### config.mk
export PLATFORM = sky130hd
export DESIGN_NAME = sr_latch_ctrl
export DESIGN_NICKNAME = d
export VERILOG_FILES = /design/src/rtl/sr_latch_ctrl.sv
export SDC_FILE = /design/constraint.sdc
export NUM_CORES = 1
export LEC_CHECK = 0
export ABC_CLOCK_PERIOD_IN_PS = 1870
export BUFFER_PORTS_ARGS = -buffer_cell sky130_fd_sc_hd__buf_2
export CORE_MARGIN = 10
export CORE_UTILIZATION = 50
export CTS_CLUSTER_SIZE = 14
export DETAILED_ROUTE_END_ITERATION = 8
export GPL_TIMING_DRIVEN = 0
export PLACE_DENSITY = 0.69
export SKIP_CTS_REPAIR_TIMING = 1
export SLEW_MARGIN = 25
export SYNTH_ARGS = -nofsm -noshare
export SYNTH_HDL_FRONTEND = slang
export SYNTH_SLANG_ARGS = --single-unit
export TNS_END_PERCENT = 10
### constraint.sdc
create_clock -name clk -period 1.87 [get_ports clk]
set_input_delay 0.374 -clock clk [delete_from_list [all_inputs] [get_ports clk]]
set_output_delay 0.374 -clock clk [all_outputs]
set_load 0.005 [all_outputs]
### src/rtl/sr_latch_ctrl.sv
// -----------------------------------------------------------------------------
// sr_latch_ctrl
//
// Sequencer that owns the S/R inputs of one gate-level SR latch and shares it
// between a set requester and a clear requester. Each granted operation drives
// a PULSE_W-cycle pulse on S (set) or R (clear), holds S=R=0 for GAP_W settle
// cycles, then samples the latch Q/NQ feedback for one cycle while it
// acknowledges the requester. A feedback mismatch raises a sticky err flag.
//
// Parameters
//   PULSE_W  cycles S or R is held high per operation (1..15)
//   GAP_W    settle cycles with S=R=0 before the feedback check (0..15)
//
// Ports
//   clk      system clock, rising edge
//   rst_n    asynchronous active-low reset
//   set_req  level request to drive Q=1, held until set_ack
//   clr_req  level request to drive Q=0, held until clr_ack
//   err_clr  synchronous clear of err
//   lat_q    latch Q feedback
//   lat_nq   latch NQ feedback
//   lat_s    latch S drive (registered)
//   lat_r    latch R drive (registered)
//   set_ack  one-cycle completion strobe for a set operation
//   clr_ack  one-cycle completion strobe for a clear operation
//   busy     high in every state except IDLE
//   err      sticky feedback-mismatch flag
// -----------------------------------------------------------------------------
module sr_latch_ctrl #(
    parameter int PULSE_W = 2,
    parameter int GAP_W   = 1
) (
    input  logic clk,
    input  logic rst_n,
    input  logic set_req,
    input  logic clr_req,
    input  logic err_clr,
    input  logic lat_q,
    input  logic lat_nq,
    output logic lat_s,
    output logic lat_r,
    output logic set_ack,
    output logic clr_ack,
    output logic busy,
    output logic err
);

    typedef enum logic [1:0] {
        IDLE   = 2'd0,
        PULSE  = 2'd1,
        SETTLE = 2'd2,
        CHECK  = 2'd3
    } state_t;

    // Counter loads are "cycles minus one" so the counter reaching zero marks
    // the last cycle of the phase. GAP_W=0 never loads the gap value.
    localparam logic [3:0] PULSE_LOAD = 4'(PULSE_W - 1);
    localparam logic [3:0] GAP_LOAD   = (GAP_W > 0) ? 4'(GAP_W - 1) : 4'd0;

    state_t     state;
    logic [3:0] cnt;
    logic       grant_set;   // 1: current operation is a set, 0: a clear
    logic       last_set;    // 1: last completed grant was a set
    logic       pick_set;
    logic       mismatch;

    // Round-robin on a tie: grant the opposite of the last completed grant.
    always_comb begin
        pick_set = set_req && (!clr_req || !last_set);
    end

    // A healthy latch shows Q equal to the commanded value and NQ as its
    // complement; Q==NQ flags a latch that is stuck or was driven illegally.
    always_comb begin
        mismatch = (lat_q != grant_set) || (lat_q == lat_nq);
    end

    always_ff @(posedge clk or negedge rst_n) begin
        if (!rst_n) begin
            state     <= IDLE;
            cnt       <= 4'd0;
            grant_set <= 1'b0;
            last_set  <= 1'b0;
            lat_s     <= 1'b0;
            lat_r     <= 1'b0;
            set_ack   <= 1'b0;
            clr_ack   <= 1'b0;
            busy      <= 1'b0;
            err       <= 1'b0;
        end else begin
            // A mismatch in CHECK below overrides this, so set wins over clear.
            if (err_clr) begin
                err <= 1'b0;
            end

            case (state)
                IDLE: begin
                    if (set_req || clr_req) begin
                        grant_set <= pick_set;
                        cnt       <= PULSE_LOAD;
                        lat_s     <= pick_set;
                        lat_r     <= !pick_set;
                        busy      <= 1'b1;
                        state     <= PULSE;
                    end
                end

                PULSE: begin
                    if (cnt == 4'd0) begin
                        lat_s <= 1'b0;
                        lat_r <= 1'b0;
                        if (GAP_W == 0) begin
                            set_ack <= grant_set;
                            clr_ack <= !grant_set;
                            state   <= CHECK;
                        end else begin
                            cnt   <= GAP_LOAD;
                            state <= SETTLE;
                        end
                    end else begin
                        cnt <= cnt - 4'd1;
                    end
                end

                SETTLE: begin
                    if (cnt == 4'd0) begin
                        set_ack <= grant_set;
                        clr_ack <= !grant_set;
                        state   <= CHECK;
                    end else begin
                        cnt <= cnt - 4'd1;
                    end
                end

                CHECK: begin
                    // Feedback is sampled only here; glitches elsewhere are ignored.
                    if (mismatch) begin
                        err <= 1'b1;
                    end
                    set_ack  <= 1'b0;
                    clr_ack  <= 1'b0;
                    busy     <= 1'b0;
                    last_set <= grant_set;
                    state    <= IDLE;
                end

                default: begin
                    lat_s   <= 1'b0;
                    lat_r   <= 1'b0;
                    set_ack <= 1'b0;
                    clr_ack <= 1'b0;
                    busy    <= 1'b0;
                    state   <= IDLE;
                end
            endcase
        end
    end

endmodule

Yosys cells after proc, flatten, opt, wreduce, memory -nomap -nowiden
Cells that the tools add are included.
- input port bits: 7
- logic and storage cells: 62
- flip-flop bits (word level): 14
- add/sub/neg operators: 1
- reductions and logical operators: 20
- muxes and demuxes: 22
- equality and inequality tests: 9
- operator list (cell ; count):
    $mux W4 ; 3
    $pmux W4 S3 ; 1
    $pmux W1 S2 ; 5
    $mux W1 ; 9
    $reduce_and A3 Y1 ; 3
    $ne A2 B2 Y1 const B ; 4
    $pmux W2 S4 ; 1
    $mux W2 ; 3
    $reduce_and A2 Y1 ; 3
    $reduce_bool A2 Y1 ; 3
    $eq A2 B2 Y1 const B ; 2
    $logic_not A1 Y1 ; 4
    $logic_not A4 Y1 ; 1
    $sub A4 B1 Y4 const B ; 1
    $logic_or A1 B1 Y1 ; 3
    $reduce_bool A3 Y1 ; 1
    $eq A2 B1 Y1 const B ; 1
    $logic_not A2 Y1 ; 1
    $eq A1 B1 Y1 ; 1
    $logic_and A1 B1 Y1 ; 1
    $ne A1 B1 Y1 ; 1

Depth between registers and ports, before layout
- depth after elaboration: 6
- depth in mapped cells: 6
- depth with buffers taken out: 5

Worst setup path after synthesis
No wires, ideal clock.
- path kind: reg2reg
- start point: reg cnt[0]
- end point: reg set_ack
- cell stages (with the launch flop): 6
- setup slack: 271 ps
- data arrival time: 1478 ps
- clock period less this slack: 1599 ps
- path through: dfrtp_1 inv_1 ha_1 nor3b_4 mux2_2 a22o_1
- word-level cells in the longest chain between the ends: 3
- ends and longest elaborated chain (what ; line ; source):
    start: declaration ; 61 ; logic [3:0] cnt;
    start signal: assignment ; 121 ; cnt <= cnt - 4'd1;
    start signal: assignment ; 131 ; cnt <= cnt - 4'd1;
    $logic_not A4 Y1 ; 126 ; if (cnt == 4'd0) begin
    $ne A2 B2 Y1 (no line) ; -- ;
    $reduce_and A2 Y1 (no line) ; -- ;
    end signal: assignment ; 113 ; set_ack <= grant_set;
    end signal: assignment ; 127 ; set_ack <= grant_set;
    end: declaration ; 42 ; output logic set_ack,
No other way between the ends.
A chain may end at the register's enable or synchronous reset.

Worst setup path after layout
Ends and elaborated chain as after synthesis.

==> results.py <==
metrics = {
    "outcome": {
        "status": "complete, no violations",
    },
    "die": {
        "die_h_um": 61.5,
        "ioPinCount": 13,
        "core_area_mm2": 0.00156,
        "rows": 14,
        "fp.dieW_um": 61.5,
        "dieArea_mm2": 0.00378,
        "initial_utilization_pct": 55.2,
    },
    "synthesis": {
        "synth-seq-area-share_pct": 40.7,
        "syn-cell-area_um2": 861,
        "synth_fp_nets": 93,
        "syn_inst": 80,
        "synth_area_per_cell_um2": 10.8,
        "yosys.cell_types.count": 37,
        "synth_seq_cells": 14,
        "yosysWarnings": 0,
    },
    "critical_path": {
        "start_kind": "flop",
        "cp.arrival_ns": 1.93,
        "cp-end-kind": "flop",
        "critical_path_required_ns": 2.04,
        "worstSetupPathType": "flop to flop",
        "worst_r2r_startpoint": "cnt[0]",
        "critPathLaunch": "cnt[0]",
        "path_max_fanout": 8,
    },
    "layout": {
        "antenna_cells": 0,
        "nFillCells": 137,
        "mostFrequentLayoutCells": "dfrtp_1, buf_2, inv_1",
        "stdcell_count": 113,
        "fin_nets": 111,
        "area_growth_pct": 14.7,
        "multi_input_area_um2": 458,
        "drive_above_1_share_pct": 29.9,
        "post-route-util_pct": 63.3,
        "seq_area_um2": 350,
        "layout_commonest_cell": "dfrtp_1",
    },
    "clocking": {
        "cts_tree": "yes",
        "cts_max_level": 1,
        "cts.sinks": 14,
        "cts-root-buf": "clkbuf_4",
        "cts_buffer_depth": 2,
        "numCtsBuffers": 3,
        "clk-insertion-delay-late_ns": 0.28,
        "clk_transition_reported_paths_ns": 0.09,
    },
    "worst_hold_path": {
        "min_from": "err_clr",
        "hp-class": "input pin to flop",
    },
    "placed_design": {
        "io_buffers": 12,
        "place_ws_ns": 0.130,
        "dpl.hpwl_mm": 1.31,
        "gp_congestion": 0.830,
        "place_inst": 108,
    },
    "drt": {
        "wl_per_cell_um": 15.3,
        "antenna_left": 0,
        "dr_total_vias": 670,
        "vias_per_cell": 5.93,
        "dr.pass1.iters": 4,
        "drtIter0Drc": 14,
        "wl_mm": 1.72,
        "drc": 0,
    },
    "timing": {
        "rsz0062_at_grt": "no",
        "drv_slew": 0,
        "finalSetupTns_ns": 0,
        "timing.final.crit_period_ns": 1.76,
        "fmax_mhz": 569,
        "finalClockSkew_ns": 0.00639,
        "post-route-period-util_pct": 94.0,
        "hold_viol": 0,
        "setup_slack_ns": 0.113,
        "finalSetupViolCount": 0,
        "maxSlewHeadroom_pct": 74.0,
        "tightest_slew_ns": 0.380,
    },
    "power": {
        "switching_share_pct": 40.3,
        "power_switching_uw": 717,
        "ir_drop_uv": 1110,
        "combPwrFrac_pct": 57.0,
        "p_leak_nw": 0.463,
        "power.density_mw_per_mm2": 1800,
        "p_seq_share_pct": 30.7,
        "power_mw": 1.78,
        "pwr-share-clk_pct": 12.3,
        "p_int_mw": 1.06,
    },
    "global_routing": {
        "grt_usage_pct": 9.92,
        "grt_pass1_vias": 643,
        "met3_usage_pct": 2.67,
        "grt.overflow.total": 0,
        "grt_pass1_wl_mm": 2.84,
        "grt_max_degree": 15,
        "gr-usage-met2_pct": 14.6,
        "top_usage_layer": "met2",
        "antenna_found_initial": 0,
        "grt_use_met1_pct": 13.0,
    },
    "job": {
        "max_cap_viol_count": 0,
    },
}
## metrics by stage
| step | area (um^2) | hold slack, ns |
|---|---|---|
| 6_report | 987 | 0.278 |
| 5_1_grt | 987 | 0.271 |
| 4_1_cts | 977 | -0.0281 |
| 3_5_place_dp | 941 | 0.289 |
| 3_3_place_gp | 941 | 0.287 |
| 2_1_floorplan | 861 | 0.0784 |
## cell families after synthesis
kind of cell	count (synthesis)	share of synthesized area [%]
muxes	4	5.09
and+or+nand+nor	21	17.0
AOI/OAI and AO/OA	24	22.4
buffers and inverters	11	6.10
adders and majority gates	6	8.72
DFF	14	40.7
## layout make-up
type | instances | area share (%)
inverter | 9 | 3.42
multi-input combinational | 55 | 46.4
sequential | 14 | 35.5
clock buffer | 4 | 3.68
buffer | 2 | 1.90
tap | 16 | 2.03
timing repair buffer | 13 | 7.10
## power groups by stage
stage	Sequential (mW)	Combinational [mW]	Clock [mW]
5_1_grt	0.568	1.14	0.247
3_3_place_gp	0.545	0.998	0
3_5_place_dp	0.554	1.02	0
4_1_cts	0.548	1.03	0.230
2_1_floorplan	0.538	0.788	0
6_report	0.546	1.02	0.219
## worst paths after layout
check                           endpoint  slack, ns  cells past startpoint
min in group asynchronous         cnt[0]       0.51                      2
worst min register to register  last_set       0.52                      1
worst min-delay path                 err       0.28                      2
max in group asynchronous       last_set       1.12                      2
worst max register to register   set_ack       0.11                      5
worst max-delay path             set_ack       0.11                      5
## metal layers
metal  vias up  share of wire, %
li1        328                 -
met1       317                47
met2        23                47
met3         2               5.3
met4         0              0.81
met5         -                 0
## sequential cells by signal, summed over array words and instances (netlist names)
| name | flops |
|---|---|
| lat_r | 1 |
| lat_s | 1 |
| last_set | 1 |
| clr_ack | 1 |
| cnt | 4 |
| grant_set | 1 |
| err | 1 |
| set_ack | 1 |
| state | 2 |
| busy | 1 |
## synthesized netlist by cell type (all sizes together)
| library cell | count | area (um^2) |
|---|---|---|
| nor3b | 2 | 37.5 |
| buf | 2 | 18.8 |
| a2111oi | 1 | 8.76 |
| nor3 | 1 | 5.00 |
| nor2b | 1 | 6.26 |
| o22a | 1 | 10.0 |
| a21oi | 3 | 15.0 |
| a32o | 1 | 10.0 |
| o22ai | 4 | 31.3 |
| nand2b | 2 | 12.5 |
| or2b | 1 | 7.51 |
| nor2 | 4 | 15.0 |
| a21o | 1 | 7.51 |
| a211oi | 2 | 15.0 |
| o21ai | 2 | 10.0 |
| inv | 9 | 33.8 |
| mux2 | 3 | 33.8 |
| or4 | 1 | 11.3 |
| and2 | 1 | 6.26 |
| o211ai | 1 | 7.51 |
| or3 | 1 | 6.26 |
| a22o | 2 | 17.5 |
| mux2i | 1 | 10.0 |
| o311ai | 1 | 8.76 |
| o2bb2ai | 2 | 23.8 |
| dfrtp | 14 | 350 |
| nand2 | 4 | 15.0 |
| ha | 6 | 75.1 |
| o32ai | 2 | 17.5 |
| or2 | 1 | 6.26 |
| o32a | 1 | 10.0 |
| or3b | 2 | 17.5 |
## worst max-delay path, stage by stage, from the launching register on
cell and delay (ns):
dfrtp_1 0.41, inv_1 0.10, ha_1 0.17, nor3b_4 0.36
mux2_2 0.38, a22o_1 0.22
Power figures use the tool's default switching activity.
